**src/rtl/dsm_pkg.sv**
```systemverilog
// Shared definitions for the receive-side delta-sigma demodulator:
// ternary code constants, the fs/4 LO phase enumeration and the
// signed saturate-to-10-bit helper used on the baseband outputs.
package dsm_pkg;

    localparam logic [1:0] DSM_ZERO = 2'b00;
    localparam logic [1:0] DSM_POS  = 2'b01;
    localparam logic [1:0] DSM_NEG  = 2'b10;
    localparam logic [1:0] DSM_ILL  = 2'b11;

    // fs/4 LO phase: cos = 1,0,-1,0 and sin = 0,1,0,-1 across the four phases
    typedef enum logic [1:0] {
        LO_PH0 = 2'd0,
        LO_PH1 = 2'd1,
        LO_PH2 = 2'd2,
        LO_PH3 = 2'd3
    } lo_phase_t;

    // Clamp a signed value into the 10-bit range [-512, 511]
    function automatic logic signed [9:0] sat10(input logic signed [31:0] v);
        if (v > 32'sd511) begin
            return 10'sd511;
        end else if (v < -32'sd512) begin
            return 10'sh200;
        end else begin
            return 10'(v);
        end
    endfunction

endpackage

```
**src/rtl/cic_decim3.sv**
```systemverilog
// Three-stage CIC decimator core: three integrators running at the input
// sample rate plus three differential-delay-1 combs evaluated once per
// decimation window. Integrators wrap modulo 2^ACC_W on purpose; the comb
// differences recover the exact result as long as it fits in ACC_W bits.
module cic_decim3 #(
    parameter int ACC_W = 14
) (
    input  logic                    clock,
    input  logic                    reset,
    input  logic                    clear,
    input  logic                    sample_en,
    input  logic                    dump_en,
    input  logic signed [ACC_W-1:0] x,
    output logic signed [ACC_W-1:0] y
);

    logic signed [ACC_W-1:0] int1, int2, int3;
    logic signed [ACC_W-1:0] dly1, dly2, dly3;
    logic signed [ACC_W-1:0] c1, c2;

    // Integrator cascade; each stage accumulates the previous stage's registered value
    always_ff @(posedge clock) begin
        if (reset || clear) begin
            int1 <= '0;
            int2 <= '0;
            int3 <= '0;
        end else if (sample_en) begin
            int1 <= int1 + x;
            int2 <= int2 + int1;
            int3 <= int3 + int2;
        end
    end

    // Comb differences on the decimated integrator value
    always_comb begin
        c1 = int3 - dly1;
        c2 = c1 - dly2;
        y  = c2 - dly3;
    end

    // Comb delay registers advance only on the dump cycle
    always_ff @(posedge clock) begin
        if (reset || clear) begin
            dly1 <= '0;
            dly2 <= '0;
            dly3 <= '0;
        end else if (dump_en) begin
            dly1 <= int3;
            dly2 <= c1;
            dly3 <= c2;
        end
    end

endmodule

```
**src/rtl/dsm_rx_demod.sv**
```systemverilog
// Receive demodulator for one element: registers the ternary bitstream,
// mixes it with the fs/4 quadrature LO, decimates each branch with a
// 3-stage CIC and emits saturated 10-bit I/Q with a one-cycle strobe.
// Optional illegal-code counter is built when DSM_RX_ERRCNT_EN is defined.
module dsm_rx_demod
    import dsm_pkg::*;
#(
    parameter int   DECIM     = 16,
    parameter int   OUT_SHIFT = 3,
    localparam int  ACC_W     = 2 + 3 * $clog2(DECIM)
) (
    input  logic              clock,
    input  logic              reset,
    input  logic              in_valid,
    input  logic [1:0]        dsm_in,
    input  logic              lo_sync,
    output logic signed [9:0] i_out,
    output logic signed [9:0] q_out,
    output logic              out_valid,
    output logic [7:0]        err_cnt
);

    localparam int CNT_W = $clog2(DECIM);

    logic [1:0]              d_q;
    logic                    v_q;
    lo_phase_t               phase;
    logic [CNT_W-1:0]        cnt;
    logic                    strobe;
    logic                    strobe_q;
    logic signed [ACC_W-1:0] d_ext, mi, mq;
    logic signed [ACC_W-1:0] i_y, q_y, i_sh, q_sh;
    logic                    samp_en;

    // Input register; lo_sync discards the sample presented with it
    always_ff @(posedge clock) begin
        if (reset) begin
            d_q <= '0;
            v_q <= 1'b0;
        end else if (lo_sync) begin
            d_q <= '0;
            v_q <= 1'b0;
        end else begin
            d_q <= dsm_in;
            v_q <= in_valid;
        end
    end

    assign samp_en = v_q && !lo_sync;
    assign strobe  = samp_en && (cnt == CNT_W'(DECIM - 1));

    // LO phase, decimation count and dump strobe pipeline bit
    always_ff @(posedge clock) begin
        if (reset || lo_sync) begin
            phase    <= LO_PH0;
            cnt      <= '0;
            strobe_q <= 1'b0;
        end else begin
            strobe_q <= strobe;
            if (samp_en) begin
                phase <= lo_phase_t'(phase + 2'd1);
                cnt   <= strobe ? '0 : cnt + CNT_W'(1);
            end
        end
    end

    // Decode the ternary code (illegal code counts as zero) and mix with the LO
    always_comb begin
        d_ext = '0;
        case (d_q)
            DSM_POS: d_ext = ACC_W'(1);
            DSM_NEG: d_ext = '1;
            default: d_ext = '0;
        endcase
        mi = '0;
        mq = '0;
        case (phase)
            LO_PH0:  mi = d_ext;
            LO_PH1:  mq = d_ext;
            LO_PH2:  mi = -d_ext;
            LO_PH3:  mq = -d_ext;
            default: begin
                mi = '0;
                mq = '0;
            end
        endcase
    end

    cic_decim3 #(.ACC_W(ACC_W)) u_cic_i (
        .clock     (clock),
        .reset     (reset),
        .clear     (lo_sync),
        .sample_en (samp_en),
        .dump_en   (strobe_q),
        .x         (mi),
        .y         (i_y)
    );

    cic_decim3 #(.ACC_W(ACC_W)) u_cic_q (
        .clock     (clock),
        .reset     (reset),
        .clear     (lo_sync),
        .sample_en (samp_en),
        .dump_en   (strobe_q),
        .x         (mq),
        .y         (q_y)
    );

    assign i_sh = i_y >>> OUT_SHIFT;
    assign q_sh = q_y >>> OUT_SHIFT;

    // Output register: scale, saturate and strobe once per decimation window
    always_ff @(posedge clock) begin
        if (reset) begin
            i_out     <= '0;
            q_out     <= '0;
            out_valid <= 1'b0;
        end else if (lo_sync) begin
            out_valid <= 1'b0;
        end else if (strobe_q) begin
            i_out     <= sat10(32'(i_sh));
            q_out     <= sat10(32'(q_sh));
            out_valid <= 1'b1;
        end else begin
            out_valid <= 1'b0;
        end
    end

`ifdef DSM_RX_ERRCNT_EN
    logic [7:0] err_q;

    // Saturating count of illegal codes; only reset clears it
    always_ff @(posedge clock) begin
        if (reset) begin
            err_q <= '0;
        end else if (samp_en && (d_q == DSM_ILL) && (err_q != 8'hFF)) begin
            err_q <= err_q + 8'd1;
        end
    end

    assign err_cnt = err_q;
`else
    assign err_cnt = '0;
`endif

endmodule

```
**config.mk**
```make
export PLATFORM = sky130hd
export DESIGN_NAME = dsm_rx_demod
export DESIGN_NICKNAME = d
export VERILOG_FILES = /design/src/rtl/dsm_pkg.sv /design/src/rtl/cic_decim3.sv /design/src/rtl/dsm_rx_demod.sv
export SDC_FILE = /design/constraint.sdc
export NUM_CORES = 1
export LEC_CHECK = 0
export CAP_MARGIN = 40
export CORE_ASPECT_RATIO = 2
export CORE_UTILIZATION = 63
export DETAILED_ROUTE_END_ITERATION = 8
export HOLD_SLACK_MARGIN = 0.03
export PLACE_DENSITY = 0.88
export SYNTH_ARGS = -nofsm -noshare
export SYNTH_HDL_FRONTEND = slang
export SYNTH_SLANG_ARGS = --single-unit
```
**constraint.sdc**
```tcl
create_clock -name clock -period 6.44 [get_ports clock]
set_input_delay 0.644 -clock clock [delete_from_list [all_inputs] [get_ports clock]]
set_output_delay 0.644 -clock clock [all_outputs]
set_load 0.02 [all_outputs]
```
==> metrics list <==
- For this run, the slowest stage of the critical path takes approximately 570 ps.
* Number of max-slew violations in the final report: 0
* Fraction of synthesis flops using an asynchronous set or reset pin: 0
* CTS HTree Levels: 4
- Synthesized area divided by synthesized cell count: 8.377 µm²
- TritonCTS clock tree: built
* Max-cap violations: 0
- Fill cells in the final layout number 1549.
- Post-synthesis simple-gate area fraction: 0.1659
- In this run the power density over the cells is 169.6 mW/mm².
- Compared with the post-synthesis result, the final layout area differs by 7.585%.
- The count of nets left with antenna violations once routing finished came out at 0.
* Type of the worst setup path: flip-flop to flip-flop
- The worst path in the final design needs a cycle of 5459 ps, including I/O delays and setup.
- Fmax: 183.2 MHz
* Leading cell types by count after synthesis: sky130_fd_sc_hd__nor2_1, sky130_fd_sc_hd__dfxtp_1, sky130_fd_sc_hd__ha_1, sky130_fd_sc_hd__inv_1, sky130_fd_sc_hd__mux2i_1
- Number of cells on the worst hold path: 2
- Peak supply drop: just under 0.0002 V
* Clock slew seen by the registers of the worst setup and hold paths: ~70 ps
- Final weighted congestion in routability-driven placement: 0.8564
* Row count: 76
- By instance count, the leading cell after synthesis is sky130_fd_sc_hd__nor2_1.
- Sequential element share of the synthesized area: 0.2875
- Of the cells placed in the final design, the portion with a size suffix greater than 1 is 0.04187.
- Nature of the critical path endpoint: flip-flop
* Clock Sinks: around 200
- Cell accounting for the most synthesized area: sky130_fd_sc_hd__dfxtp_1
- Number of gates given a new drive strength after cts: 0
- The first global-routing pass estimated around 47000 µm of wire.
- The synthesized netlist contains 67 unique library cells.
- Final cell count without fillers: 1945
- Die area: approximately 0.023 mm²
- In this run the tightest slew margin relative to its limit is 0.4834.
* Share of Yosys cell area claimed by the top area cell type: 0.2875
- Launch instance of the worst min-delay path: q_out[5]$_SDFFE_PP0P_
* Antenna Cells: 0
- The later pin in the worst-skew pair is clocked with a latency of 450 ps.
- Initial standard-cell utilization of the core: 0.6419
- The worst register-to-register path begins at u_cic_q.int3[0]$_SDFFE_PP0P_.
* Design Area, Final: ~0.015 mm²
- Post-synthesis cell count: 1654
* DRC Markers: 0
* Wire length per cell after detailed routing: about 14 µm
- First DRT Iteration DRCs: roughly 560
* GRT Util Overall: 0.2515
- Class of the tightest hold or removal check: flip-flop to flip-flop
- Setup bufs post-CTS: 0
- Final worst-path cycle share: 0.8476
- The number of antenna violations at the first check in global routing came to 0.
- Finish-stage setup viols: 0
- The tightest hold path in the finished design has a slack of between 400 and 500 ps.
* Die X-Extent: roughly 110 µm
- Cell area after technology mapping: approximately 0.014 mm²
- Dpl cell area: 0.01436 mm²
- In this run the tool buffered the top-level ports with 26 buffer cells.
- Area of the multi-input gates: between 0.009 and 0.01 mm²
* Number of enable-type register cells in the synthesized netlist: 0
* Crit Path Max Fanout: 9
* Clock buffer count from CTS: 17
- Of the total synthesized cell area, the portion taken by XOR and XNOR cells is 0.07549.
* Combinational family with the most area after synthesis: simple AND/OR/NAND/NOR gates
* Transition time at the pin with the least slew margin: ~770 ps
- The core region is 0.02159 mm².
* Startpoint type of the worst setup path: flip-flop
- Final hold violations: 0
- DP HPWL: 20230 µm
- The worst register-to-register path ends at q_out[6]$_SDFFE_PP0P_.
* Status: complete, no violations
* Synth Area in Adders: 0.1598
* Root buffer selected by CTS: sky130_fd_sc_hd__clkbuf_16
* Final net count: roughly 1800
- Pleak: about 6 nW
- Detailed routing inserted a total of roughly 11000 vias.
- Vertical die dimension: ~210 µm
- Worst reg2reg path depth: 22
- Count of pins on the block boundary: 35
* GR Overflow Total: 0
- The worst register-to-register path has a setup slack of about 980 ps.
- Once placement completed, the tool counted placed cells totaling between 1500 and 2000.
- The synthesized design contains just under 200 register bits.
- For this run, the number of Yosys warnings is 0.
- Clock skew on the completed layout was measured at 12.59 ps.
- Via density per instance: roughly 6
* Post-detailed-routing wire length: between 20000 and 30000 µm
* WP data arrival: about 5800 ps
- For this run, the leading register cell type out of synthesis is sky130_fd_sc_hd__dfxtp_1.
* Unrepaired setup endpoints after global routing: false
- The number of global-route vias before repair was 11290.
* Multiplexer share of the synthesized area: 0.09102
- Number of buffers on the longest clock path: 2
- By area the synthesized netlist is led by sky130_fd_sc_hd__dfxtp_1, sky130_fd_sc_hd__ha_1, sky130_fd_sc_hd__mux2i_1.
- After clock tree synthesis, the flow added hold-fix buffers numbering 0.
* Cells traversed along the worst timing path: inv_1 -> ha_1 -> fa_1 -> nor2b_1 -> o21ai_0 -> a21boi_0 -> o21ai_0 -> a21boi_0 -> o21a_1 -> nor2_1 -> xnor2_1 -> ha_1 -> and2_1 -> o211ai_1 -> nand3_1 -> xor2_1 -> ha_1 -> nand3_1 -> o2111ai_1 -> xor2_1 -> a21oi_1 -> o21ai_1
- On the critical path, the stage with the largest delay is an instance of sky130_fd_sc_hd__xor2_1.
* Required arrival time at the worst endpoint: 6820 ps
- Before antenna repair, the detailed router went through 5 iterations.
- In this design, the critical path's most frequently occurring cell is sky130_fd_sc_hd__ha_1.
- Worst Hold Endpoint: q_out[5]$_SDFFE_PP0P_
* Sum of negative setup slack: 0 ps
- The synthesized-area fraction occupied by ao, oa, aoi and oai cells is 0.1650.
- Largest net degree at the start of global routing: 64
- Across the whole layout, storage elements account for between 0.003 and 0.004 mm².
-- cell usage in the layout, fill, tap and decap left out, drive strengths merged, types with 4 or more instances in the layout --
cell type / instances
inv: 139
clkdlybuf4s50: 26
a21boi: 20
xnor2: 84
clkinv: 5
nand2: 104
buf: 9
a21oi: 92
nor2: 237
o211ai: 13
o21ai: 71
o21a: 28
dfxtp: 199
o2111ai: 8
nor3: 44
xor2: 29
a31oi: 13
fa: 10
nand3b: 9
mux2i: 123
conb: 8
o211a: 7
clkbuf: 23
ha: 161
or2: 4
nor2b: 29
a211oi: 23
nand3: 28
o21bai: 4
and2: 8
a21o: 29
o31a: 6
a41oi: 6
nand2b: 12
or3: 23
-- how the worst max path moves through the flow --
stage	end	from	slack (ps)	cells after the start
floorplan	i_out[7]$_SDFFE_PP0P_	u_cic_i.int3[0]$_SDFFE_PP0P_	1720	28
global placement	i_out[7]$_SDFFE_PP0P_	u_cic_i.int3[0]$_SDFFE_PP0P_	1360	28
detailed placement	q_out[0]$_SDFFE_PP0P_	u_cic_q.int3[0]$_SDFFE_PP0P_	1160	22
CTS	q_out[6]$_SDFFE_PP0P_	u_cic_q.int3[0]$_SDFFE_PP0P_	1120	22
global route	q_out[5]$_SDFFE_PP0P_	u_cic_q.int3[0]$_SDFFE_PP0P_	430	22
finish	q_out[6]$_SDFFE_PP0P_	u_cic_q.int3[0]$_SDFFE_PP0P_	980	22
-- cells by family (layout without fill, tap and decap cells) --
group           count (synthesis)  count (layout)
compound gates                340             340
xor+xnor                      115             115
fa+ha+maj                     171             171
buf+inv                       195             206
flops                         199             199
mux                           125             125
other cells                     1               8
simple gates                  508             508
-- worst max-delay path: cells and delay by family (launching register included) --
kind,cells,cell delay (ps)
AND/OR/NAND/NOR,5,640
XOR/XNOR,3,940
AO/OA/AOI/OAI,9,2080
flip-flops,1,390
buffers and inverters,1,60
adder cells (fa/ha/maj),4,1290
-- routing by layer --
metal / share of wire / track usage
met3: 0.020 / 0.03325
met1: 0.39 / 0.2431
met5: 0 / 0
met4: 0.030 / 0.1261
met2: 0.56 / 0.5023
-- state kept, by name, indices dropped and copies added, names as in the netlist, 2 cells and up --
register / flops
u_cic_i.int1: 14
d_q: 2
u_cic_i.int2: 14
i_out: 10
u_cic_q.dly2: 14
u_cic_i.dly1: 14
u_cic_q.dly3: 14
q_out: 10
u_cic_i.int3: 14
u_cic_i.dly2: 14
u_cic_q.int3: 14
u_cic_i.dly3: 14
u_cic_q.int2: 14
phase: 2
u_cic_q.int1: 14
cnt: 4
u_cic_q.dly1: 14
-- through the flow --
step                power, mW    util  setup WS [ps]
floorplan               1.490       -           1720
global placement        1.524  0.6632           1358
detailed placement      1.536  0.6654           1162
CTS                     2.533  0.6906           1122
global route            2.614  0.6906          427.0
finish                  2.529  0.6906          981.4
-- final cells by class --
| cell class | count | share of cell area |
|---|---|---|
| flip-flops and latches | 199 | 0.2678 |
| clock buffers | 23 | 0.03139 |
| multi-input cells | 1267 | 0.6132 |
| repair buffers | 35 | 0.02417 |
| clock inverters | 7 | 0.005036 |
| well taps | 273 | 0.02291 |
| inverters | 141 | 0.03550 |
-- power breakdown --
part / switching [mW] / internal, mW
Sequential: 0.00219 / 1.23
Combinational: 0.171 / 0.109
Clock: 0.465 / 0.550
(Power assumes the default switching activity.)
